==> config.mk <==
export PLATFORM = sky130hd
export DESIGN_NAME = word_entry
export DESIGN_NICKNAME = d
export VERILOG_FILES = /design/src/rtl/word_entry_pkg.sv /design/src/rtl/word_entry_letter_normalize.sv /design/src/rtl/word_entry.sv
export SDC_FILE = /design/constraint.sdc
export NUM_CORES = 1
export LEC_CHECK = 0
export BUFFER_PORTS_ARGS = -buffer_cell sky130_fd_sc_hd__buf_2
export CAP_MARGIN = 20
export CORE_MARGIN = 5
export CORE_UTILIZATION = 45
export DETAILED_ROUTE_END_ITERATION = 12
export GPL_ROUTABILITY_DRIVEN = 0
export PLACE_DENSITY = 0.77
export SYNTH_ARGS = -nofsm -noshare
export SYNTH_HDL_FRONTEND = slang
export SYNTH_HIERARCHICAL = 1
export SYNTH_SLANG_ARGS = --single-unit
==> constraint.sdc <==
create_clock -name clk -period 4.2 [get_ports clk]
set_clock_uncertainty 0.1 [all_clocks]
set_input_delay 0.42 -clock clk [delete_from_list [all_inputs] [get_ports clk]]
set_output_delay 0.42 -clock clk [all_outputs]
set_load 0.03 [all_outputs]
==> src/rtl/word_entry_pkg.sv <==
// Shared types and ASCII constants for the hangman word-entry front end.
package word_entry_pkg;

    typedef enum logic [2:0] {
        ENTRY     = 3'd0,
        ARMED     = 3'd1,
        PLAY      = 3'd2,
        WAIT_ACK  = 3'd3,
        WAIT_DONE = 3'd4
    } state_t;

    localparam logic [7:0] ASCII_A  = 8'h41;
    localparam logic [7:0] ASCII_Z  = 8'h5A;
    localparam logic [7:0] ASCII_LA = 8'h61;
    localparam logic [7:0] ASCII_LZ = 8'h7A;
    localparam logic [7:0] CASE_OFS = 8'h20;

endpackage

==> src/rtl/word_entry_letter_normalize.sv <==
// Folds ASCII letters to uppercase and gives their alphabet index (A=0).
module letter_normalize
    import word_entry_pkg::*;
(
    input  logic [7:0] key_code,
    output logic       is_letter,
    output logic [7:0] upper,
    output logic [4:0] idx
);

    logic [7:0] ofs;

    always_comb begin
        is_letter = 1'b0;
        upper     = 8'h00;
        if (key_code >= ASCII_A && key_code <= ASCII_Z) begin
            is_letter = 1'b1;
            upper     = key_code;
        end else if (key_code >= ASCII_LA && key_code <= ASCII_LZ) begin
            is_letter = 1'b1;
            upper     = key_code - CASE_OFS;
        end
        ofs = upper - ASCII_A;
        idx = is_letter ? ofs[4:0] : 5'd0;
    end

endmodule

==> src/rtl/word_entry.sv <==
// Secret-word entry, arming and guess-strobe generation in front of the hangman core.
module word_entry
    import word_entry_pkg::*;
#(
    parameter int WORD_LEN = 5,
    parameter int CHAR_W   = 8
) (
    input  logic                       clk,
    input  logic                       rst,
    input  logic                       key_valid,
    input  logic [7:0]                 key_code,
    input  logic                       key_enter,
    input  logic                       key_back,
    input  logic                       game_rdy,
    input  logic                       red_busy,
    input  logic                       gameEnd,
    output logic [WORD_LEN*CHAR_W-1:0] setWord,
    output logic                       toggle_state,
    output logic [7:0]                 guess,
    output logic [2:0]                 entry_count,
    output logic [25:0]                used_mask,
    output logic                       reject,
    output logic                       entry_mode
);

    localparam int         W    = WORD_LEN * CHAR_W;
    localparam logic [2:0] FULL = 3'(WORD_LEN);

    state_t         state_q;
    logic [W-1:0]   word_q;
    logic [2:0]     cnt_q;
    logic [25:0]    used_q;
    logic [7:0]     guess_q;
    logic           toggle_q;
    logic           reject_q;

    logic           is_letter;
    logic [7:0]     upper;
    logic [4:0]     idx;
    logic           any_key;

    letter_normalize u_norm (
        .key_code  (key_code),
        .is_letter (is_letter),
        .upper     (upper),
        .idx       (idx)
    );

    assign any_key = key_valid | key_enter | key_back;

    always_ff @(posedge clk) begin
        if (rst) begin
            state_q  <= ENTRY;
            word_q   <= '0;
            cnt_q    <= '0;
            used_q   <= '0;
            guess_q  <= '0;
            toggle_q <= 1'b0;
            reject_q <= 1'b0;
        end else begin
            // Strobe outputs default low so each pulse lasts exactly one cycle.
            guess_q  <= '0;
            toggle_q <= 1'b0;
            reject_q <= 1'b0;
            if (gameEnd) begin
                state_q <= ENTRY;
                word_q  <= '0;
                cnt_q   <= '0;
                used_q  <= '0;
            end else begin
                case (state_q)
                    ENTRY: begin
                        if (key_enter) begin
                            if (cnt_q == FULL) begin
                                toggle_q <= 1'b1;
                                state_q  <= ARMED;
                            end else begin
                                reject_q <= 1'b1;
                            end
                        end else if (key_back) begin
                            if (cnt_q != 3'd0) begin
                                word_q <= {{CHAR_W{1'b0}}, word_q[W-1:CHAR_W]};
                                cnt_q  <= cnt_q - 3'd1;
                            end else begin
                                reject_q <= 1'b1;
                            end
                        end else if (key_valid) begin
                            if (is_letter && cnt_q != FULL) begin
                                word_q <= {word_q[W-CHAR_W-1:0], CHAR_W'(upper)};
                                cnt_q  <= cnt_q + 3'd1;
                            end else begin
                                reject_q <= 1'b1;
                            end
                        end
                    end
                    ARMED: begin
                        if (game_rdy) state_q <= PLAY;
                        if (any_key) reject_q <= 1'b1;
                    end
                    PLAY: begin
                        // Enter/back are ignored here but still shadow a coincident letter.
                        if (key_valid && !key_enter && !key_back) begin
                            if (is_letter && !used_q[idx] && game_rdy && !red_busy) begin
                                guess_q     <= upper;
                                used_q[idx] <= 1'b1;
                                state_q     <= WAIT_ACK;
                            end else begin
                                reject_q <= 1'b1;
                            end
                        end
                    end
                    WAIT_ACK: begin
                        if (red_busy) state_q <= WAIT_DONE;
                        if (any_key) reject_q <= 1'b1;
                    end
                    WAIT_DONE: begin
                        if (!red_busy && game_rdy) state_q <= PLAY;
                        if (any_key) reject_q <= 1'b1;
                    end
                    default: state_q <= ENTRY;
                endcase
            end
        end
    end

    assign setWord      = word_q;
    assign toggle_state = toggle_q;
    assign guess        = guess_q;
    assign entry_count  = cnt_q;
    assign used_mask    = used_q;
    assign reject       = reject_q;
    assign entry_mode   = (state_q == ENTRY);

endmodule

==> flow_metrics.tcl <==
set metrics [dict create \
    status "completed" \
    yosys_warnings 6 \
    max_slew_margin_pct 30.0 \
    r2r_slack_ns 1.66 \
    ctsHoldBuffers 0 \
    final_cells 668 \
    final.setup.tns_ns 0 \
    p_per_area_nw_per_um2 324 \
    netlist_area_um2 4130 \
    final.fill_count 870 \
    netlist-cell-type-count 54 \
    rr_startpoint "state_q[1]$_SDFFE_PP0P_" \
    dp_hpwl_mm 7.79 \
    fin_crit_sh_pct 87.4 \
    synth_area_per_cell_um2 8.60 \
    cp-start-kind "primary input" \
    clk_pin_slew_worst_paths_ns 0.10 \
    ir_worst_vdd_v 0.000213 \
    dr_total_vias 3811 \
    clock_sink_count 82 \
    drt_first_iter_violations 255 \
    rsz0062_at_grt "false" \
    drc 0 \
    yosys.area.top_type "dfxtp_1" \
    core-area_um2 9110 \
    io_buffers 95 \
    synth_flop_cell "dfxtp_1" \
    fp-row-count 35 \
    maxCapViolations 0 \
    die_w_um 106 \
    synth_edf_count 0 \
    antenna_found_initial 0 \
    grt_pass1_vias 3673 \
    io_pins 96 \
    r2r_cells 5 \
    r2r-end "used_mask[6]$_SDFFE_PP0P_" \
    required_ns 4.39 \
    cp_data_arrival_time_ns 3.85 \
    min_period_ns 3.67 \
    endpoint "used_mask[6]$_SDFFE_PP0P_" \
    multi_input_area_um2 2160 \
    n_antenna_cell 0 \
    critPathMaxStageDelay_ns 0.48 \
    fmax_ghz 0.273 \
    grt_max_degree 73 \
    cts_made_buffers 9 \
    vias_per_cell 5.71 \
    drt-total-wl_mm 10.9 \
    p_leak_nw 1.95 \
    drive_above_1_share_pct 23.3 \
    ys_seq_elements 82 \
    grt-ovfl-total 0 \
    synthToLayoutAreaGrowth_pct 15.3 \
    dieArea_um2 11200 \
    die_h_um 106 \
    clk_path_buf_depth 2 \
    finalMaxSlewViolations 0 \
    netlist.area_leader.share_pct 39.8 \
    wl_per_cell_um 16.3 \
    setup_viol 0 \
    final_hold_viol_count 0 \
    yosysSeqAreaShare_pct 39.8 \
    min_path_type "in2reg" \
    final_util_pct 52.3 \
    ys_top_cells_by_area "dfxtp_1 40%, mux2i_1 9.7%, a211oi_1 6.2%" \
    cts_tree "done" \
    layout.nets 572 \
    path_delay_family "simple AND/OR/NAND/NOR gates" \
    startpoint "key_code[5]" \
    syn-num-nets 500 \
    synth_cells 480 \
    firstDrtPassIters 4 \
    post_cts.repair.setup_buffers 0 \
    cts_resized 0 \
    synth-async-reset-ratio_pct 0 \
    numPlacedInstances 652 \
    end_kind "register" \
    start_util_pct 45.3 \
    critPathSlowestCell "nor2_1" \
    critPathKind "in2reg" \
    cp.buffers_inverters 2 \
    path_max_fanout 27 \
    cts-root-buf "clkbuf_8" \
    tightest_slew_ns 1.05 \
    power_mw 1.54 \
    clk_latency_ns 0.36 \
    grt_pass1_wl_mm 18.0 \
    crit_cells 16 \
    cp_cell_sequence "buf_2, ha_1, nor2b_1, o311ai_1, nand3_1, ha_1, nor2b_1, xnor2_1, a2bb2oi_1, nor2_1, nand2b_1, o22ai_1, a221oi_4, buf_4, nand3_1, o21ai_1" \
    regArea_um2 1640 \
    grt_usage_pct 19.6 \
    cts_max_level 3 \
    ant_nets 0 \
]
[synth_stat cells (2+ instances only)]
library cell / number
o21ai_1: 14
ha_1: 3
a32o_1: 12
a211oi_1: 34
inv_1: 25
mux4_2: 2
buf_2: 12
nor2b_1: 9
a2bb2oi_1: 2
xnor2_1: 2
o311ai_1: 2
a21oi_1: 17
nor4_1: 2
clkbuf_2: 2
nor3_1: 17
nor3b_1: 3
or3_4: 2
or2_2: 2
clkbuf_1: 15
mux2_2: 2
nand2_1: 40
mux2i_1: 40
nand4b_1: 2
nand2b_1: 4
o22ai_1: 3
nor2_1: 52
or3_1: 2
nand3b_1: 4
a31oi_1: 4
nand4_1: 2
buf_4: 3
dfxtp_1: 82
o21ai_0: 8
buf_6: 7
nand3_1: 28
buf_1: 2
[per-stage QoR]
| step | cell area [um^2] | hold slack, ns | worst slack, ns |
|---|---|---|---|
| 3_5_place_dp | 4570 | 0.357 | 0.294 |
| 5_1_grt | 4760 | 0.262 | 0.374 |
| 4_1_cts | 4760 | 0.244 | 0.646 |
| 2_1_floorplan | 4130 | 0.413 | 0.832 |
| 6_report | 4760 | 0.263 | 0.531 |
| 3_3_place_gp | 4570 | 0.353 | 0.560 |
[cell families (layout without fill, tap and decap cells)]
family	after synthesis	after routing	share of synthesized area, %
flops	82	82	39.8
compound gates	108	108	19.0
simple gates	172	172	19.8
mux	44	44	11.3
fa+ha+maj	4	4	1.39
xor+xnor	3	3	0.636
other cells	1	1	0.0908
buf+inv	66	143	7.97
[worst min-delay path, stage by stage]
cell and delay (ns):
buf_2 0.12, nand4b_1 0.08, a21oi_1 0.06
[flip-flops by register name, indices dropped and copies added (netlist names)]
name / count
entry_count: 3
state_q: 3
reject: 1
guess: 8
toggle_state: 1
used_mask: 26
setWord: 40
[cells in the final DEF, fill, tap and decap left out, drive strengths merged, types with 3 or more instances in the layout]
master  count
o21ai      22
nand2      40
a32o       12
nand3      28
nor2       52
nand2b      4
a31oi       4
dfxtp      82
buf       102
nor3b       3
a211oi     34
mux2i      40
nor3       17
o22ai       3
or3         4
ha          3
nor2b       9
inv        28
a21oi      17
clkbuf      9
nand3b      4
[how the worst min path moves through the flow]
stage                                          from                         to  slack [ns]  cells after the start
after floorplan             state_q[1]$_SDFFE_PP0P_    toggle_state$_SDFF_PP0_        0.41                      2
after global placement     setWord[37]$_SDFFE_PP0P_   setWord[37]$_SDFFE_PP0P_        0.35                      2
after detailed placement  used_mask[0]$_SDFFE_PP0P_  used_mask[0]$_SDFFE_PP0P_        0.36                      2
after CTS                                  red_busy    state_q[2]$_SDFFE_PP0P_        0.24                      3
after global routing                       red_busy    state_q[2]$_SDFFE_PP0P_        0.26                      3
final                                      red_busy    state_q[2]$_SDFFE_PP0P_        0.26                      3
[layout make-up]
| type | instances | area share (%) |
|---|---|---|
| clock buffers | 9 | 2.60 |
| clock inverters | 7 | 1.50 |
| inverters | 25 | 1.97 |
| multi-input cells | 332 | 45.4 |
| flip-flops and latches | 82 | 34.5 |
| well taps | 111 | 2.92 |
| repair buffers | 102 | 11.1 |
[per-layer routing]
layer	up-vias	global-route usage [%]	part of all wire [%]
li1	1855	-	-
met1	1783	25.4	45
met2	145	30.4	46
met3	28	6.25	7.1
met4	0	7.31	2.5
met5	-	0	0
[report_power, final]
group | total [mW] | switching [mW] | internal, mW | leakage, nW
combinational | 0.182 | 0.123 | 0.0592 | 1.20
sequential | 0.798 | 0.0108 | 0.787 | 0.662
clock | 0.564 | 0.333 | 0.231 | 0.0926
total | 1.54 | 0.467 | 1.08 | 1.95
Note: power is estimated with default switching activity, not from simulation.
